===== config.mk =====
export PLATFORM = sky130hd
export DESIGN_NAME = join_result_packer
export DESIGN_NICKNAME = d
export VERILOG_FILES = /design/src/rtl/join_result_packer.sv
export SDC_FILE = /design/constraint.sdc
export NUM_CORES = 2
export LEC_CHECK = 0
export CORE_AREA = 2 2 338 340
export CTS_CLUSTER_DIAMETER = 60
export CTS_CLUSTER_SIZE = 24
export DETAILED_ROUTE_END_ITERATION = 8
export DIE_AREA = 0 0 340 342
export GPL_TIMING_DRIVEN = 1
export HOLD_SLACK_MARGIN = 0.1
export PLACE_DENSITY = 0.7
export SYNTH_ARGS = -nofsm -noshare
export SYNTH_HDL_FRONTEND = slang
export SYNTH_SLANG_ARGS = --single-unit
export TNS_END_PERCENT = 10

===== constraint.sdc =====
create_clock -name clk -period 6 [get_ports clk]
set_clock_uncertainty 0.05 [all_clocks]
set_input_delay 0.6 -clock clk [delete_from_list [all_inputs] [get_ports clk]]
set_output_delay 0.6 -clock clk [all_outputs]
set_load 0.03 [all_outputs]

===== src/rtl/join_result_packer.sv =====
// Packs the probe-side hash-table result stream into SLOTS-wide writeback beats.
// It flushes a final beat marked last at end-of-stream and keeps per-run statistics.
module join_result_packer #(
   parameter int SLOTS          = 4,
   parameter bit DROP_UNMATCHED = 1'b1,
   parameter int CNT_W          = 32
) (
   input  logic                 clk,
   input  logic                 resetn,
   input  logic                 in_valid,
   output logic                 in_ready,
   input  logic [127:0]         in_data,
   input  logic [63:0]          in_serialnum,
   input  logic                 in_was_joined,
   input  logic                 in_last_processed,
   output logic                 out_valid,
   input  logic                 out_ready,
   output logic [128*SLOTS-1:0] out_data,
   output logic [SLOTS-1:0]     out_keep,
   output logic                 out_last,
   output logic [63:0]          out_first_serial,
   output logic [CNT_W-1:0]     probe_count,
   output logic [CNT_W-1:0]     match_count,
   output logic [CNT_W-1:0]     beat_count,
   output logic                 done
);

   // Handshakes: a word moves on a port in every cycle where valid and ready are
   // both high at the clock edge; valid never waits for ready, and the output beat
   // holds data/keep/last unchanged while valid is high and ready is low.
   // in_ready looks combinationally at out_ready so a full accumulator can drain
   // and refill in the same cycle.

   localparam int FW = $clog2(SLOTS + 1);
   localparam logic [FW-1:0] FULL = FW'(SLOTS);

   typedef enum logic [1:0] {
      ST_RUN,
      ST_FLUSH,
      ST_DONE
   } state_t;

   state_t               state, state_nxt;
   logic [128*SLOTS-1:0] acc_data, acc_data_nxt;
   logic [FW-1:0]        fill, fill_nxt;
   logic [63:0]          acc_serial, acc_serial_nxt;
   logic [SLOTS-1:0]     flush_keep;
   logic                 out_free, xfer, kept, move, flush;

   function automatic logic [CNT_W-1:0] sat_inc(input logic [CNT_W-1:0] v, input logic en);
      return (en && (v != '1)) ? v + 1'b1 : v;
   endfunction

   always_comb begin
      out_free = !out_valid || out_ready;
      in_ready = resetn && (state == ST_RUN) && ((fill != FULL) || out_free);
      xfer     = in_valid && in_ready;
      kept     = xfer && (in_was_joined || !DROP_UNMATCHED);
      move     = (state == ST_RUN) && (fill == FULL) && out_free;
      flush    = (state == ST_FLUSH) && out_free;
   end

   always_comb begin
      state_nxt = state;
      case (state)
         ST_RUN:   if (in_ready && in_last_processed) state_nxt = ST_FLUSH;
         ST_FLUSH: if (flush) state_nxt = ST_DONE;
         default:  state_nxt = ST_DONE;
      endcase
   end

   // The accumulator empties first, so a result arriving alongside a move lands in slot 0.
   always_comb begin
      acc_data_nxt   = acc_data;
      fill_nxt       = fill;
      acc_serial_nxt = acc_serial;
      if (move || flush) begin
         acc_data_nxt   = '0;
         fill_nxt       = '0;
         acc_serial_nxt = '0;
      end
      if (kept) begin
         for (int i = 0; i < SLOTS; i++) begin
            if (fill_nxt == FW'(i)) acc_data_nxt[i*128 +: 128] = in_data;
         end
         if (fill_nxt == '0) acc_serial_nxt = in_serialnum;
         fill_nxt = fill_nxt + 1'b1;
      end
   end

   always_comb begin
      flush_keep = '0;
      for (int i = 0; i < SLOTS; i++) flush_keep[i] = (fill > FW'(i));
   end

   always_ff @(posedge clk) begin
      if (!resetn) begin
         state            <= ST_RUN;
         acc_data         <= '0;
         fill             <= '0;
         acc_serial       <= '0;
         out_valid        <= 1'b0;
         out_data         <= '0;
         out_keep         <= '0;
         out_last         <= 1'b0;
         out_first_serial <= '0;
         probe_count      <= '0;
         match_count      <= '0;
         beat_count       <= '0;
         done             <= 1'b0;
      end else begin
         state      <= state_nxt;
         acc_data   <= acc_data_nxt;
         fill       <= fill_nxt;
         acc_serial <= acc_serial_nxt;

         if (move || flush) begin
            out_valid        <= 1'b1;
            out_data         <= acc_data;
            out_keep         <= move ? {SLOTS{1'b1}} : flush_keep;
            out_last         <= flush;
            out_first_serial <= acc_serial;
         end else if (out_ready) begin
            out_valid <= 1'b0;
         end

         if (!done) begin
            probe_count <= sat_inc(probe_count, xfer);
            match_count <= sat_inc(match_count, xfer && in_was_joined);
            beat_count  <= sat_inc(beat_count, out_valid && out_ready);
         end

         if ((state == ST_DONE) && out_valid && out_ready && out_last) done <= 1'b1;
      end
   end

endmodule


* Yosys cells after proc, flatten, opt, wreduce, memory -nomap -nowiden *
Index checks and enable logic that the tools add are counted.
W data, S select, Z words.

cells by class
  $add $sub $neg = 4
  bitwise gates (word level) = 1
  muxes and demuxes = 17
  magnitude comparators = 4
  eq/ne operators = 12
  reduce and logical (&&, ||, !) cells = 26

operators with widths
  kind                     number
  $mux W512                2
  $mux W128                4
  $mux W64                 3
  $add A32 B1 Y32 const B  3
  $ne A32 B32 Y1 const B   3
  $logic_and A1 B1 Y1      15
  $reduce_and A2 Y1        4
  $eq A3 B2 Y1 const B     2
  $gt A3 B1 Y1 const B     2
  $gt A3 B2 Y1 const B     2
  $mux W3                  2
  $mux W2                  2
  $mux W4                  1
  $pmux W2 S2              1
  $add A3 B1 Y3 const B    1
  $eq A3 B1 Y1 const B     1
  $eq A3 B3 Y1 const B     1
  $logic_not A3 Y1         1
  $logic_or A1 B1 Y1       3
  $ne A3 B3 Y1 const B     1
  $eq A2 B1 Y1 const B     1
  $eq A2 B2 Y1 const B     1
  $logic_not A2 Y1         1
  $mux W1                  2
  5 further kinds          5

storage, ports and cells
  input bits = 198
  word-level logic and storage cells = 77
  flip-flop bits (word level) = 1,260
  output and inout bits = 680

* Logic depth before layout (Yosys ltp) *
  depth in word-level cells = 8
  gate-level depth with buffers = 18
  mapped depth without buffers = 9

* Worst setup path before layout *
Ideal clock, no wire load.

  path kind = register to register
  from = register out_valid
  to = register acc_data[501]
  arrival time = 3.388 ns
  path buffers = 7
  cell stages (with the launch flop) = 17
  library setup time = 0.070 ns
  clock period less this slack = 3.509 ns
  path slack = 2.491 ns
  cells stage by stage = dfxtp_1 -> nor2b_1 -> clkbuf_1 -> a211o_1 -> buf_6 -> clkbuf_1 -> buf_1 -> clkbuf_1 -> nand2_1 -> inv_1 -> ha_1 -> ha_1 -> and3_1 -> clkbuf_1 -> buf_1 -> nand2_1 -> a21oi_1

on the way
  word-level cells in the longest chain between the ends = 8
  elaborated cells on any way between the ends = 14

RTL lines
  item                                           RTL line  source
  from (decl)                                    16        output logic out_valid,
  from (signal assigned)                         102       out_valid <= 1'b0;
  from (signal assigned)                         118       out_valid <= 1'b1;
  from (signal assigned)                         124       out_valid <= 1'b0;
  $logic_not A1 Y1 (*)                           55        out_free = !out_valid || out_ready;
  $logic_or A1 B1 Y1 (*)                         55
  $logic_and A1 B1 Y1, on equally long branches  59, 60
  $logic_or A1 B1 Y1                             77        if (move || flush) begin
  $mux W3                                        77
  $eq A3 B2 Y1                                   84        if (fill_nxt == FW'(i)) acc_data_nxt[i*128 +: 128] = in_data;
  $mux W128                                      84
  $mux W512 (*)                                  82        if (kept) begin
  to (signal assigned)                           113       acc_data <= acc_data_nxt;
  to (decl)                                      44        logic [128*SLOTS-1:0] acc_data, acc_data_nxt;

Mark *: on every way between the ends. The rest lies on a longest branch, timed or not.
A chain may end at the register's enable or synchronous reset.

* Worst setup path in the final report *
  from = register fill[2]
  to = register acc_data[438]

on the way
  word-level cells in the longest chain between the ends = 8
  elaborated cells on any way between the ends = 14

RTL lines
  item                               RTL line  source
  from (decl)                        45        logic [FW-1:0] fill, fill_nxt;
  from (signal assigned)             114       fill <= fill_nxt;
  $eq A3 B3 Y1                       59        move = (state == ST_RUN) && (fill == FULL) && out_free;
  $logic_and A1 B1 Y1 (2 in series)  59
  $logic_or A1 B1 Y1                 77
  $mux W3                            77
  $eq A3 B2 Y1                       84
  $mux W128                          84
  $mux W512 (*)                      82

Marks and branches as above.

==> results.py <==
metrics = {
    "cts": {
        "cts.clk_slew.worst_paths_ns": 0.10,
        "cts_hold_buf": 0,
        "cts_buffer_depth": 3,
        "ctsRootBufferMaster": "clkbuf_16",
        "ctsHtreeMaxLevel": 3,
        "cts.sinks": 1260,
        "cts_tree": "yes",
        "post_cts_buffers": 0,
        "cts_buffers": 98,
        "clock_latency_ns": 0.70,
        "cts_resized": 0,
    },
    "place": {
        "gp_congestion": 0.8862,
        "dpl.hpwl_um": 96070,
        "placed_area_mm2": 0.05495,
        "port_buffers": 877,
    },
    "logic_synthesis": {
        "yosys.area.top_type": "dfxtp_1",
        "avgSynthCellArea_um2": 7.986,
        "ys.flop_type": "dfxtp_1",
        "syn-instance-count": 5722,
        "netlist_area_mm2": 0.04569,
        "synth_edf_count": 0,
        "ys_types": 57,
        "synthTopCellsByArea": "dfxtp_1, nand2_1, a21oi_1",
        "async_flop_share_pct": 0,
        "yosys_warnings": 0,
        "syn_nets": 5927,
        "yosysTopAreaCellShare_pct": 55.20,
        "ys_seq_area_share_pct": 55.20,
        "synth_seq_cells": 1260,
        "synth_most_common_cell": "nand2_1",
        "synth_common_cells": "nand2_1, dfxtp_1, a21oi_1",
    },
    "setup_path": {
        "cp_common_cell": "ha_1",
        "critPathMaxFanout": 53,
        "cpMaxStageDelayCell": "dfxtp_1",
        "start_kind": "register",
        "worstPathCellList": "or3b_1, a211o_4, nand2_1, inv_1, ha_1, ha_1, nand3_4, buf_4, nand3_1, a21oi_1",
        "worst-path-buf-inv": 2,
        "required_ns": 6.54,
        "critical_path.max_stage_delay_ns": 0.61,
        "critPathArrivalTime_ns": 4.31,
        "crit_family": "simple AND/OR/NAND/NOR gates",
        "endpoint_kind": "register",
        "crit_type": "reg -> reg",
    },
    "global_route": {
        "grt_max_degree": 220,
        "grt_pass1_vias": 37872,
        "overflow": 0,
        "grt_pass1_wl_um": 226200,
        "antenna_found_initial": 9,
        "track_usage_pct": 24.38,
    },
    "power": {
        "comb_power_share_pct": 6.2,
        "p_clk_share_pct": 43.5,
        "p_int_mw": 12.36,
        "pwr-share-seq_pct": 50.2,
        "p_switching_mw": 4.483,
        "p_sw_share_pct": 26.61,
        "power.density_mw_per_mm2": 287.3,
        "ir_drop_uv": 240.4,
        "p_leak_nw": 18.44,
    },
    "cells_and_area": {
        "area_growth_syn_to_layout_pct": 28.30,
        "drive_gt1_share_pct": 4.277,
        "fin_util_pct": 51.83,
        "nets": 6458,
        "fillerInstances": 10491,
        "design_area_mm2": 0.05863,
    },
    "route": {
        "drcViolationCount": 0,
        "vias": 41694,
        "ant_nets": 0,
        "drt-initial-drc-count": 3638,
        "vias_per_cell": 5.308,
        "wire_per_inst_um": 19.05,
        "drtPass1Iterations": 6,
        "drt-total-wl_um": 149600,
    },
    "sta": {
        "setup_viol": 0,
        "relSlewSlack_pct": 11.76,
        "period_minus_slack_ns": 3.761,
        "fin_setup_tns_ns": 0,
        "period_share_pct": 62.69,
        "rsz0062_at_grt": "false",
        "drv_slew": 0,
        "hold_viol": 0,
        "worst_slew_pin_slew_ns": 1.324,
        "max_freq_ghz": 0.2659,
        "holdWs_ns": 0.2552,
    },
    "die": {
        "initial_core_util_pct": 40.40,
        "core-area_mm2": 0.1131,
        "dieArea_mm2": 0.1163,
        "pin_count": 878,
        "die_w_um": 340,
        "rows": 124,
        "die_h_um": 342,
    },
    "flow_run": {
        "cap_violations": 0,
    },
    "outcome": {
        "status": "finished clean",
    },
    "min_path": {
        "hold_class": "in -> reg",
    },
}
[sequential cells by signal (all words and copies together), names as in the netlist]
| name | count |
|---|---|
| acc_data | 512 |
| acc_serial | 64 |
| beat_count | 32 |
| done | 1 |
| fill | 3 |
| match_count | 32 |
| out_data | 512 |
| out_first_serial | 64 |
| out_keep | 4 |
| out_last | 1 |
| out_valid | 1 |
| probe_count | 32 |
| state | 2 |
[power groups by stage]
| stage | sequential [mW] | clock [mW] | combinational [mW] |
|---|---|---|---|
| after global placement | 8.65 | 0 | 1.05 |
| after global routing | 8.47 | 7.79 | 1.13 |
| final | 8.46 | 7.34 | 1.05 |
| after floorplan | 8.68 | 0 | 0.582 |
| after CTS | 8.46 | 7.46 | 1.05 |
| after detailed placement | 8.66 | 0 | 1.05 |
[logic make-up after synthesis]
group	Yosys count	synth area share, %
AOI/OAI and AO/OA	1335	15.41
xor gates and xnor gates	10	0.1917
adders and majority gates	7	0.1917
buffers and inverters	499	4.540
DFF	1260	55.20
muxes	10	0.2191
and+or+nand+nor	2601	24.24
[worst paths after layout]
| path | from | to | slack, ns | cells past startpoint |
|---|---|---|---|---|
| worst max register to register | fill[2]$_SDFF_PN0_ | acc_data[438]$_SDFF_PN0_ | 2.24 | 10 |
| worst min-delay path | resetn | beat_count[22]$_SDFFE_PN0P_ | 0.26 | 2 |
| worst max-delay path | fill[2]$_SDFF_PN0_ | acc_data[438]$_SDFF_PN0_ | 2.24 | 10 |
| worst min register to register | acc_data[133]$_SDFF_PN0_ | out_data[133]$_SDFFE_PN0P_ | 0.39 | 2 |
[cells in the final DEF, fill, tap and decap left out, drive strengths merged, types with 6 or more instances in the layout]
cell type and n:
dfxtp 1260, ha 7, o21ai 288, nor3 8, nand4 30, nor4 13
or4 40, o311ai 7, o31ai 39, and3 13, buf 40, xor2 8
or3 29, and2 6, nand3 621, inv 56, bufinv 8, a211oi 6
clkbuf 104, nor2 32, mux2i 10, nand2 1778, and4 8, clkdlybuf4s50 876
a21oi 971, clkinv 25, diode 7, nand2b 11
[per-layer routing]
layer | routed length (um) | GRT usage [%] | up-vias | share of wire (%)
met5 | 12 | 0 | - | 0.0080
met4 | 6085 | 10.57 | 2 | 4.1
met3 | 14320 | 7.790 | 261 | 9.6
met2 | 68580 | 38.43 | 1394 | 46
met1 | 60610 | 30.60 | 19753 | 41
li1 | - | - | 20284 | -
[area by class of cell]
| cell class | count | area, um2 | area share [%] |
|---|---|---|---|
| Antenna cell | 7 | 17.52 | 0.02988 |
| Clock buffer | 104 | 2559 | 4.364 |
| Clock inverter | 79 | 1105 | 1.884 |
| Inverter | 14 | 60.06 | 0.1024 |
| Multi-Input combinational cell | 3963 | 18460 | 31.48 |
| Sequential cell | 1260 | 25220 | 43.03 |
| Tap cell | 1512 | 1892 | 3.227 |
| Timing Repair Buffer | 916 | 9314 | 15.89 |
[through the flow]
stage	std cells	setup WS (ns)	power [mW]
after floorplan	5722	2.491	9.262
after global placement	7665	1.664	9.707
after detailed placement	7665	1.634	9.706
after CTS	7848	2.256	16.97
after global routing	7853	1.984	17.39
final	7855	2.239	16.85
Power figures use the tool's default switching activity.
